<file path="config.mk">
export PLATFORM = sky130hd
export DESIGN_NAME = mem_byte_seq_flat
export DESIGN_NICKNAME = d
export VERILOG_FILES = /design/src/rtl/mem_byte_seq_if.sv /design/src/rtl/mem_byte_seq.sv /design/src/flat_wrapper.sv
export SDC_FILE = /design/constraint.sdc
export NUM_CORES = 1
export LEC_CHECK = 0
export ABC_AREA = 1
export ABC_CLOCK_PERIOD_IN_PS = 2700
export BUFFER_PORTS_ARGS = -buffer_cell sky130_fd_sc_hd__buf_2
export CORE_UTILIZATION = 40
export CTS_CLUSTER_SIZE = 40
export DETAILED_ROUTE_END_ITERATION = 10
export PLACE_DENSITY = 0.68
export SLEW_MARGIN = 15
export SYNTH_ARGS = -nofsm -noshare
export SYNTH_HDL_FRONTEND = slang
export SYNTH_SLANG_ARGS = --single-unit
</file>
<file path="constraint.sdc">
create_clock -name clk -period 2.7 [get_ports clk]
set_clock_uncertainty 0.05 [all_clocks]
set_input_delay 0.54 -clock clk [delete_from_list [all_inputs] [get_ports clk]]
set_output_delay 0.54 -clock clk [all_outputs]
set_load 0.01 [all_outputs]
</file>
<file path="src/rtl/mem_byte_seq_if.sv">
// mem_byte_seq_if: request/response and byte-RAM bus of the byte-sequencing memory controller
interface mem_byte_seq_if #(
    parameter int MADDR_SZ = 32
);
    logic                req_valid;
    logic                req_ready;
    logic                req_we;
    logic [1:0]          req_size;
    logic                req_sext;
    logic [MADDR_SZ-1:0] req_addr;
    logic [63:0]         req_wdata;
    logic                resp_valid;
    logic [63:0]         resp_rdata;
    logic                resp_err;
    logic                ram_re;
    logic                ram_we;
    logic [MADDR_SZ-1:0] ram_raddr;
    logic [MADDR_SZ-1:0] ram_waddr;
    logic [7:0]          ram_datain;
    logic [7:0]          ram_dataout;

    modport master (
        output req_valid, req_we, req_size, req_sext, req_addr, req_wdata, ram_dataout,
        input  req_ready, resp_valid, resp_rdata, resp_err,
        input  ram_re, ram_we, ram_raddr, ram_waddr, ram_datain
    );

    modport slave (
        input  req_valid, req_we, req_size, req_sext, req_addr, req_wdata, ram_dataout,
        output req_ready, resp_valid, resp_rdata, resp_err,
        output ram_re, ram_we, ram_raddr, ram_waddr, ram_datain
    );
endinterface

</file>
<file path="src/rtl/mem_byte_seq.sv">
// mem_byte_seq: serialises 1/2/4/8-byte loads/stores into strobed little-endian byte accesses.
// Optional misalignment rejection: define MEM_BYTE_SEQ_ALIGN_CHECK_EN.
module mem_byte_seq #(
    parameter int MADDR_SZ = 32
) (
    input logic           clk,
    input logic           rst,
    mem_byte_seq_if.slave bus
);
    typedef enum logic [2:0] {IDLE, SETUP, STROBE, SAMPLE, RESP} state_t;

    state_t              state, next;
    logic                we, sext, bad, ready, re, wr, accept, last, misaligned, msb;
    logic [1:0]          size;
    logic [2:0]          k, nm1;
    logic [MADDR_SZ-1:0] addr;
    logic [7:0]          datain;
    logic [55:0]         wd;
    logic [63:0]         rd, mask;

    assign accept = bus.req_valid && ready;
    assign nm1    = {size == 2'd3, size[1], size != 2'd0};
    assign last   = k == nm1;

`ifdef MEM_BYTE_SEQ_ALIGN_CHECK_EN
    assign misaligned = (bus.req_addr[2:0] & {bus.req_size == 2'd3, bus.req_size[1], bus.req_size != 2'd0}) != 3'd0;
`else
    assign misaligned = 1'b0;
`endif

    // State register
    always_ff @(posedge clk or negedge rst) begin
        if (!rst) state <= IDLE;
        else      state <= next;
    end

    // Next state; the registered misalignment verdict diverts SETUP straight to RESP
    always_comb begin
        next = state;
        case (state)
            IDLE:    next = accept ? SETUP : IDLE;
            SETUP:   next = bad ? RESP : STROBE;
            STROBE:  next = SAMPLE;
            SAMPLE:  next = last ? RESP : STROBE;
            RESP:    next = IDLE;
            default: next = IDLE;
        endcase
    end

    // Request latch, byte stepping, load capture and registered glitch-free strobes
    always_ff @(posedge clk or negedge rst) begin
        if (!rst) begin
            ready  <= 1'b0;
            re     <= 1'b0;
            wr     <= 1'b0;
            we     <= 1'b0;
            size   <= 2'd0;
            sext   <= 1'b0;
            bad    <= 1'b0;
            k      <= 3'd0;
            addr   <= '0;
            datain <= 8'h00;
            wd     <= 56'd0;
            rd     <= 64'd0;
        end else begin
            ready <= next == IDLE;
            re    <= next == STROBE && !we;
            wr    <= next == STROBE && we;
            if (accept) begin
                we     <= bus.req_we;
                size   <= bus.req_size;
                sext   <= bus.req_sext;
                bad    <= misaligned;
                k      <= 3'd0;
                addr   <= bus.req_addr;
                datain <= bus.req_wdata[7:0];
                wd     <= bus.req_wdata[63:8];
                rd     <= 64'd0;
            end
            if (state == STROBE && !last) begin
                addr   <= addr + MADDR_SZ'(1);
                datain <= wd[7:0];
                wd     <= {8'h00, wd[55:8]};
            end
            if (state == SAMPLE) begin
                if (!we) rd[{k, 3'b000} +: 8] <= bus.ram_dataout;
                if (!last) k <= k + 3'd1;
            end
        end
    end

    // Width mask and sign bit of the assembled load value
    always_comb begin
        mask = size == 2'd0 ? 64'h0000_0000_0000_00FF :
               size == 2'd1 ? 64'h0000_0000_0000_FFFF :
               size == 2'd2 ? 64'h0000_0000_FFFF_FFFF : '1;
        msb  = size == 2'd0 ? rd[7] : size == 2'd1 ? rd[15] : size == 2'd2 ? rd[31] : rd[63];
    end

    assign bus.req_ready  = ready;
    assign bus.resp_valid = state == RESP;
    assign bus.resp_err   = state == RESP && bad;
    assign bus.resp_rdata = (state == RESP && !we) ? (rd | ((sext && msb) ? ~mask : 64'd0)) : 64'd0;
    assign bus.ram_re     = re;
    assign bus.ram_we     = wr;
    assign bus.ram_raddr  = addr;
    assign bus.ram_waddr  = addr;
    assign bus.ram_datain = datain;
endmodule
</file>
<file path="src/flat_wrapper.sv">
// flat-port wrapper written by rule: the top's interface ports become plain ports
module mem_byte_seq_flat 
#(
    parameter int MADDR_SZ = 32
)
  (clk, rst, bus_req_valid, bus_req_we, bus_req_size, bus_req_sext, bus_req_addr, bus_req_wdata, bus_ram_dataout, bus_req_ready, bus_resp_valid, bus_resp_rdata, bus_resp_err, bus_ram_re, bus_ram_we, bus_ram_raddr, bus_ram_waddr, bus_ram_datain);
  mem_byte_seq_if #(.MADDR_SZ(MADDR_SZ)) bus_i ();
  input logic clk;
  input logic rst;
  input wire logic [$bits(bus_i.req_valid)-1:0] bus_req_valid;
  input wire logic [$bits(bus_i.req_we)-1:0] bus_req_we;
  input wire logic [$bits(bus_i.req_size)-1:0] bus_req_size;
  input wire logic [$bits(bus_i.req_sext)-1:0] bus_req_sext;
  input wire logic [$bits(bus_i.req_addr)-1:0] bus_req_addr;
  input wire logic [$bits(bus_i.req_wdata)-1:0] bus_req_wdata;
  input wire logic [$bits(bus_i.ram_dataout)-1:0] bus_ram_dataout;
  output wire logic [$bits(bus_i.req_ready)-1:0] bus_req_ready;
  output wire logic [$bits(bus_i.resp_valid)-1:0] bus_resp_valid;
  output wire logic [$bits(bus_i.resp_rdata)-1:0] bus_resp_rdata;
  output wire logic [$bits(bus_i.resp_err)-1:0] bus_resp_err;
  output wire logic [$bits(bus_i.ram_re)-1:0] bus_ram_re;
  output wire logic [$bits(bus_i.ram_we)-1:0] bus_ram_we;
  output wire logic [$bits(bus_i.ram_raddr)-1:0] bus_ram_raddr;
  output wire logic [$bits(bus_i.ram_waddr)-1:0] bus_ram_waddr;
  output wire logic [$bits(bus_i.ram_datain)-1:0] bus_ram_datain;
  assign bus_i.req_valid = bus_req_valid;
  assign bus_i.req_we = bus_req_we;
  assign bus_i.req_size = bus_req_size;
  assign bus_i.req_sext = bus_req_sext;
  assign bus_i.req_addr = bus_req_addr;
  assign bus_i.req_wdata = bus_req_wdata;
  assign bus_i.ram_dataout = bus_ram_dataout;
  assign bus_req_ready = bus_i.req_ready;
  assign bus_resp_valid = bus_i.resp_valid;
  assign bus_resp_rdata = bus_i.resp_rdata;
  assign bus_resp_err = bus_i.resp_err;
  assign bus_ram_re = bus_i.ram_re;
  assign bus_ram_we = bus_i.ram_we;
  assign bus_ram_raddr = bus_i.ram_raddr;
  assign bus_ram_waddr = bus_i.ram_waddr;
  assign bus_ram_datain = bus_i.ram_datain;
  mem_byte_seq #(.MADDR_SZ(MADDR_SZ)) u_core (.clk(clk), .rst(rst), .bus(bus_i));
endmodule
</file>
==> summary.txt <==
WL final = 26400 um
hold_ws = -0.000964 ns
setup slack, reg-to-reg = 0.54 ns
Setup Crit Path Kind = reg2out
Util after Layout = 48.9%
failing checks = hold timing
drc violations = 0
Max Slew Vio Count = 0
grt met1 use = 28.8%
clk slew on worst S/H paths = 0.08 ns
Max FO, Critical Path = 32
number of global-route vias before repair = 8260
Reg2Reg Capture Point = u_core.rd[25]
cell taking the most area after synthesis = dfrtp_1
PortBufs = 250
CTS tree = done
M3 GR Usage = 3.63%
simple-gate share of the synthesized area = 32.3%
diode count = 0
r2r startpoint = u_core.k[1]
worst endpoint data arrival time = 2.01 ns
Seq pwr share = 35.2%
1st-pass router iterations = 5
met2 usage = 37.3%
Starting Density = 40.8%
post-CTS setup buffer count = 0
Pwr per Cell Area = 1110 mW/mm^2
Synth area leaders = dfrtp_1 (45%), nand3_1 (13%), nand2_1 (13%)
Mapped Cells = 1267
crit share post-route = 96.2%
slew margin rel. = 59.9%
final instance area = 0.0114 mm^2
syn_nets = 1383
largest net degree at the start of global routing = 113
Sw Ratio = 46.5%
share of layout cells above drive strength 1 = 22.8%
final worst slack = 0.102 ns
Root Buffer = clkbuf_16
final hold vios = 1
Post-Place Worst Slack = 0.524 ns
fill count = 2375
die height = 156 um
Post-Synth XOR/XNOR Area = 1.19%
min-delay worst type = in2async
Crit. End Element = output port
Vias/cell = 5.02
Initial DRC Count = 577
post-synthesis register bit count = 173
Skew-Pair Late Insertion Delay = 0.43 ns
worst slew pin tran = 0.600 ns
Comb power frac = 45.1%
setup tns final = 0 ns
WL/cell = 14.8 um
mux cell area share after synthesis = 0%
max-cap violation count = 0
# setup viols final = 0
Antenna Nets Post-Route = 0
Synth Warn # = 0
CTS buffer count = 17
CTS sink cnt = 173
largest family of logic cells by synthesized area = simple AND/OR/NAND/NOR gates
Clock Path Buffers = 2
Final Total Pwr = 12.7 mW
Leak Pwr = 5.76 nW
core area = 0.0234 mm^2
gr busiest metal = met2
first-pass GRT wire length = 42500 um
Total Routing Usage GR = 21.9%
Final Wtd Congestion = 0.917
Mapped Area = 0.00954 mm^2
R2R depth = 7
clock share of power = 19.8%
io pins = 252
Post-Synth Adder-Cell Area = 0.656%
Netlist cell types = 33
Compound-Gate Fraction of Synth Area = 8.68%
post-DP HPWL = 18400 um
full die area = 0.0245 mm^2
Post-DP Area = 0.0108 mm^2
P_int = 6.77 mW
Max VDD drop = 0.429 mV
# rows = 56
crit path launch type = register
Multi-input gate area = 0.00413 mm^2
Mean Syn Cell Area = 7.53 um^2
antenna violations before repair = 0
status = finished with violations
Die W = 156 um
CP Data Required Time = 2.11 ns
commonest non-fill, non-tap cell in the layout = nand2_1
final net count = 1569
Max Clock Freq = 385 MHz
commonest cells after routing, fill and taps aside = nand2_1 (333), nand3_1 (256), buf_2 (249)
htree depth = 4
post-layout minimum cycle time = 2.60 ns
Synth top area share = 45.4%
Layout Area Growth over Synthesis = 19.9%
register area share after synthesis = 45.4%
Via Count = 8967
sequential cell area = 0.00433 mm^2
grt ovf = 0
Net Sw Power = 5.88 mW
==> critical path, cell delays in order, from the launching register on <==
cell and delay, ns:
dfrtp_2 0.44, inv_2 0.10, a21oi_1 0.12, o21ai_1 0.08, nand3_1 0.17, nand3_1 0.16, buf_12 0.20, a21oi_1 0.14
buf_2 0.15
==> power groups by stage <==
| stage | clock network [mW] | logic [mW] | registers, mW |
|---|---|---|---|
| 2_1_floorplan | 0 | 4.47 | 4.34 |
| 3_3_place_gp | 0 | 5.61 | 4.43 |
| 3_5_place_dp | 0 | 5.70 | 4.47 |
| 4_1_cts | 2.56 | 5.73 | 4.42 |
| 5_1_grt | 2.65 | 6.47 | 4.57 |
| 6_report | 2.50 | 5.70 | 4.45 |
==> synthesized netlist by cell type <==
cell      count
a21oi_1      65
nand3_4       2
clkbuf_1     20
nand2_1     335
buf_12        1
nand3_2       1
nor2_2        3
nor2_8        1
nor2_1       67
dfrtp_1     173
inv_2         6
xor2_1        5
nand4_4       5
nor4_1        1
o22ai_1      10
buf_2        21
nor3_2        1
buf_1         8
nand4_2       3
buf_6         5
inv_4         1
xnor2_1       8
o21bai_1      2
nand2_2       2
buf_4        45
nand3_1     257
conb_1        1
nand2_4       2
inv_1       124
o21ai_0      30
ha_1          5
o21ai_1      55
nor3_1        2
==> worst max-delay path by stage <==
stage | slack (ns) | end | cells after the start | startpoint
global placement | 0.60 | u_core.rd[54] | 7 | u_core.k[1]
floorplan | 0.59 | bus_resp_rdata[61] | 4 | u_core.state[1]
global route | -0.02 | bus_resp_rdata[55] | 7 | u_core.size[1]
finish | 0.10 | bus_resp_rdata[51] | 8 | u_core.size[1]
CTS | 0.04 | bus_resp_rdata[17] | 6 | u_core.size[1]
detailed placement | 0.52 | bus_resp_rdata[17] | 6 | u_core.size[1]
==> layout make-up <==
class	instances	share of cell area (%)
Clock buffer	17	3.72
Clock inverter	15	1.50
Inverter	131	4.33
Multi-Input combinational cell	863	36.1
Sequential cell	173	37.9
Tap cell	319	3.49
Timing Repair Buffer	267	13.0
==> what timing repair did <==
action | in CTS | in global routing
resized for setup | 0 | 10
setup endpoints to repair | 0 | 56
endpoints found under the hold margin | 0 | 0
hold buffers | 0 | 0
==> metrics by stage <==
step / hold slack [ns] / cells
6_report: -0.000964 / 1785
5_1_grt: 0.0268 / 1785
4_1_cts: 0.00990 / 1785
3_5_place_dp: 0.419 / 1753
3_3_place_gp: 0.411 / 1753
2_1_floorplan: 0.194 / 1267
==> flip-flops by register name, indices dropped and copies added (netlist names), 2 cells and up <==
register               flops
u_core.size                2
u_core.bus.ram_datain      8
u_core.k                   3
u_core.bus.ram_raddr      32
u_core.state               3
u_core.wd                 56
u_core.rd                 64
==> cell families (layout without fill, tap and decap cells) <==
kind of cell | Yosys count | after routing
xor+xnor | 13 | 13
simple gates | 682 | 682
buf+inv | 231 | 430
compound gates | 162 | 162
other cells | 1 | 1
flops | 173 | 173
fa+ha+maj | 5 | 5
==> routing by layer <==
layer  part of all wire [%]  routed length [um]  up-vias
met2                     49               13000      292
met1                     45               11800     4183
met4                    1.2                 330        0
met5                      0                   0        -
li1                       -                   -     4468
met3                    5.2                1360       24
(Power assumes the default switching activity.)
